File: config.mk
export PLATFORM = sky130hd
export DESIGN_NAME = gpc_15_3
export DESIGN_NICKNAME = d
export VERILOG_FILES = /design/src/rtl/gpc_pkg.sv /design/src/rtl/gpc_15_3_core.sv /design/src/rtl/gpc_15_3.sv
export SDC_FILE = /design/constraint.sdc
export NUM_CORES = 1
export LEC_CHECK = 0
export ABC_AREA = 1
export CORE_AREA = 2 2 39 41
export DETAILED_ROUTE_END_ITERATION = 7
export DIE_AREA = 0 0 41 43
export DONT_BUFFER_PORTS = 1
export HOLD_SLACK_MARGIN = 0.12
export PLACE_DENSITY_LB_ADDON = 0.3
export SYNTH_ARGS = -nofsm -noshare
export SYNTH_HDL_FRONTEND = slang
export SYNTH_SLANG_ARGS = --single-unit
File: constraint.sdc
create_clock -name clk -period 0.8 [get_ports clk]
set_input_delay 0.16 -clock clk [delete_from_list [all_inputs] [get_ports clk]]
set_output_delay 0.16 -clock clk [all_outputs]
set_load 0.02 [all_outputs]
File: src/rtl/gpc_pkg.sv
// Shared definitions for the (1,5;3) generalized parallel counter family:
// operand widths, a full-adder helper and a golden arithmetic reference.
package gpc_pkg;

  localparam int GPC_15_3_IN0_W = 5;  // weight-1 input bits (column i)
  localparam int GPC_15_3_IN1_W = 1;  // weight-2 input bits (column i+1)
  localparam int GPC_15_3_OUT_W = 3;  // binary sum, 0..7

  // Result of a single 3:2 compression: sum bit keeps the column weight,
  // carry bit moves one column up.
  typedef struct packed {
    logic carry;
    logic sum;
  } fa_t;

  // One full adder: three bits of equal weight in, sum and carry out.
  function automatic fa_t full_add(input logic a, input logic b, input logic c);
    fa_t r;
    r.sum   = a ^ b ^ c;
    r.carry = (a & b) | (a & c) | (b & c);
    return r;
  endfunction

  // Golden sum computed arithmetically rather than from the adder network,
  // so it can serve as an independent reference.
  function automatic logic [GPC_15_3_OUT_W-1:0] gpc_15_3_ref(
    input logic [GPC_15_3_IN0_W-1:0] src0,
    input logic [GPC_15_3_IN1_W-1:0] src1
  );
    logic [GPC_15_3_OUT_W-1:0] total;
    total = GPC_15_3_OUT_W'({src1, 1'b0});
    for (int i = 0; i < GPC_15_3_IN0_W; i++) begin
      total = total + GPC_15_3_OUT_W'(src0[i]);
    end
    return total;
  endfunction

endpackage

File: src/rtl/gpc_15_3_core.sv
// Combinational (1,5;3) counter core: three full adders reduce five
// weight-1 bits and one weight-2 bit to a 3-bit binary sum.
module gpc_15_3_core
  import gpc_pkg::*;
(
  input  logic [GPC_15_3_IN0_W-1:0] src0,
  input  logic [GPC_15_3_IN1_W-1:0] src1,
  output logic [GPC_15_3_OUT_W-1:0] sum
);

  fa_t fa_a;  // first three weight-1 bits
  fa_t fa_b;  // remaining two weight-1 bits plus fa_a's sum
  fa_t fa_c;  // both weight-2 carries plus the weight-2 input

  assign fa_a = full_add(src0[0], src0[1], src0[2]);
  assign fa_b = full_add(src0[3], src0[4], fa_a.sum);
  assign fa_c = full_add(fa_a.carry, fa_b.carry, src1[0]);

  // Weight-1 bit from fa_b, weight-2 from fa_c's sum, weight-4 from its carry.
  // The maximum of 5 + 2 = 7 fits exactly, so no further carry exists.
  assign sum = {fa_c.carry, fa_c.sum, fa_b.sum};

endmodule

File: src/rtl/gpc_15_3.sv
// Top of the (1,5;3) counter: wraps the combinational core with an
// optional one-cycle output register for dst and out_valid.
module gpc_15_3
  import gpc_pkg::*;
#(
  parameter bit REG_OUT = 1'b1
) (
  input  logic                      clk,
  input  logic                      rst,
  input  logic                      in_valid,
  input  logic [GPC_15_3_IN0_W-1:0] src0,
  input  logic [GPC_15_3_IN1_W-1:0] src1,
  output logic                      out_valid,
  output logic [GPC_15_3_OUT_W-1:0] dst
);

  logic [GPC_15_3_OUT_W-1:0] sum;

  gpc_15_3_core u_core (
    .src0 (src0),
    .src1 (src1),
    .sum  (sum)
  );

  if (REG_OUT) begin : g_reg
    // Capture the sum every cycle and delay in_valid alongside it; dst needs
    // no enable because consumers qualify it with out_valid.
    // NOTE: non-blocking assignments keep every flop sampling pre-edge values,
    // so the register stage behaves identically regardless of block ordering.
    always_ff @(posedge clk or posedge rst) begin
      if (rst) begin
        dst       <= '0;
        out_valid <= 1'b0;
      end else begin
        dst       <= sum;
        out_valid <= in_valid;
      end
    end
  end else begin : g_comb
    assign dst       = sum;
    assign out_valid = in_valid;

    // No state in this configuration; clk and rst are deliberately unused.
    logic unused_clk_rst;
    assign unused_clk_rst = clk ^ rst;
  end

endmodule

==> reports/metrics.yaml, run 1 <==
cts:
  clk_path_buf_depth: 2
  cts.htree.levels: 1
  cts_tree: "done"
  cts_made_buffers: 3
  numClockSinks: 4
  clk_pin_slew_worst_paths_ns: 0.04
  ctsRootBufferMaster: "clkbuf_4"
grt:
  grt.total_usage_pct: 4.43
  grt_pass1_wl_um: 420
  grt_max_degree: 5
  antenna_found_initial: 0
  overflow: 0
  grt_pass1_vias: 125
power_and_ir_drop:
  power_frac_clock_pct: 40.7
  power.switching_w: 0.000162
  finalPower_w: 0.000600
  p_sw_share_pct: 26.9
  leakage_nw: 0.0932
  powerDensity_nw_per_um2: 2590
  intPower_w: 0.000439
  p_seq_share_pct: 49.7
  comb_power_share_pct: 9.6
  max-vdd-ir-drop_mv: 0.305
sta:
  maxSlewViolCount: 0
  slew_headroom_pct: 87.0
  finalHoldViolCount: 0
  finalCriticalPeriod_ns: 1.34
  worst_slack_ns: -0.541
  tightest_slew_ns: 0.195
  fmax_ghz: 0.746
  rsz0062_at_grt: "yes"
  setup_viol: 7
  period_share_pct: 168
synth:
  yosysTopAreaCell: "dfrtp_1"
  yosys.area.top_type_share_pct: 61.1
  syn_inst: 8
  synth_ff_type: "dfrtp_1"
  seq_area_frac_synth_pct: 61.1
  synth_area_um2: 164
  syn_nets: 20
  synthArstFlopShare_pct: 100
  synthTopCellsByCount: "dfrtp_1, fa_1, inv_1"
  ys_seq_elements: 4
  synth.area.top_cells: "dfrtp_1, fa_1, inv_1"
  synth_cell_types: 3
  yosysMostFrequentCell: "dfrtp_1"
  avgSynthCellArea_um2: 20.5
  synth_edf_count: 0
  ys_warn_count: 0
floorplanning:
  die_area_um2: 1760
  die_h_um: 43
  core_um2: 1380
  die_x_um: 41
  num_rows: 14
  start_util_pct: 11.8
  io_pins: 13
placement:
  dpl_cell_area_um2: 186
  post-place-ws_ns: -0.800
  port_buffers: 0
  routabilityCongestion: 0.516
min_path:
  min_path_type: "in2reg"
detailed_routing:
  drtIter0Drc: 0
  vias: 88
  drc: 0
  drt-pass1-iter-count: 1
  drt-wirelength-per-cell_um: 10.9
  ant_nets: 0
  vias_per_cell: 3.03
  wl_um: 315
final_layout:
  drive_gt1_share_pct: 46.2
  diodes: 0
  nets: 27
  area_growth_syn_to_layout_pct: 41.2
  finish.instance_area_um2: 231
  nFillCells: 145
critical_path:
  worst_setup_path_end_kind: "register"
  worstPathMaxFanout: 1
  cp-start-kind: "primary input"
  required_ns: 0.90
  critical_path_class: "in2reg"
  arrival_ns: 1.44
run_status:
  status: "complete, but fails checks"
  violations: "setup timing"
run:
  drv_cap: 0
-- cell type report --
type,instances,area (um2),area share [%]
Clock buffer,3,22.5,9.73
Tap cell,16,20.0,8.65
Multi-Input combinational cell,3,62.6,27.0
Inverter,1,3.75,1.62
Timing Repair Buffer,2,20.0,8.65
Sequential cell,4,103,44.3
-- cell usage in the layout, fill, tap and decap left out, drive strengths merged --
master	n
dlygate4sd3	2
clkbuf	3
dfrtp	4
inv	1
fa	3
-- final timing paths --
| check | from | endpoint | slack [ns] | cells past startpoint |
|---|---|---|---|---|
| max | src0[0] | dst[1] | -0.54 | 3 |
| min | src1 | dst[1] | 0.13 | 1 |
| max in group asynchronous | rst | dst[2] | 0.39 | 2 |
| min in group asynchronous | rst | out_valid | 0.25 | 2 |
-- logic make-up after synthesis --
kind of cell | after synthesis | synth area share [%]
DFF | 4 | 61.1
buffers and inverters | 1 | 2.29
adders and majority gates | 3 | 36.6
-- sequential cells by signal, summed over array words and instances, names as in the netlist --
register	flops
dst	3
out_valid	1
-- through the flow --
step	hold slack, ns	std cells	utilization (%)	setup TNS, ns
CTS	0.134	29	16.5	-1.42
finish	0.129	29	16.7	-1.36
global placement	-0.0709	24	13.5	-1.98
global route	0.135	29	16.7	-1.51
floorplan	-0.0739	8	-	-1.85
detailed placement	-0.0614	24	13.5	-2.02
-- power groups by stage --
stage / registers [W] / logic, W / clock network, W
after global placement: 0.000298 / 0.0000494 / 0
after CTS: 0.000298 / 0.0000647 / 0.000258
final: 0.000299 / 0.0000574 / 0.000244
after floorplan: 0.000296 / 0.0000315 / 0
after global routing: 0.000305 / 0.0000740 / 0.000272
after detailed placement: 0.000301 / 0.0000569 / 0
-- critical path, stage by stage --
cell  delay, ns
fa_1       0.48
fa_2       0.35
fa_1       0.45
-- layer usage --
metal  GRT usage (%)  wire [um]
met2            5.94        145
met4            8.00          0
met1            4.21        122
met5               0          0
met3               0         48
-- repair_timing --
action	in CTS	in global routing
gates cloned	0	0
setup buffers	0	0
resized for setup	0	2
setup endpoints to repair	7	7
hold buffers	2	0
hold endpoints to repair	5	0
No activity file was read; power rests on OpenSTA's default activity.
==> run 2, diff against run 1 <==
- ABC_AREA: 1 -> default
- MAX_ROUTING_LAYER: default -> met4
==> results of run 2 <==
Same layout as run 1: the final DEF is identical, and so are final timing and power.
Main changes from that run: final weighted congestion in routability-driven placement 0.516 -> 0.517; overall routing resource usage 4.43% -> 4.54%
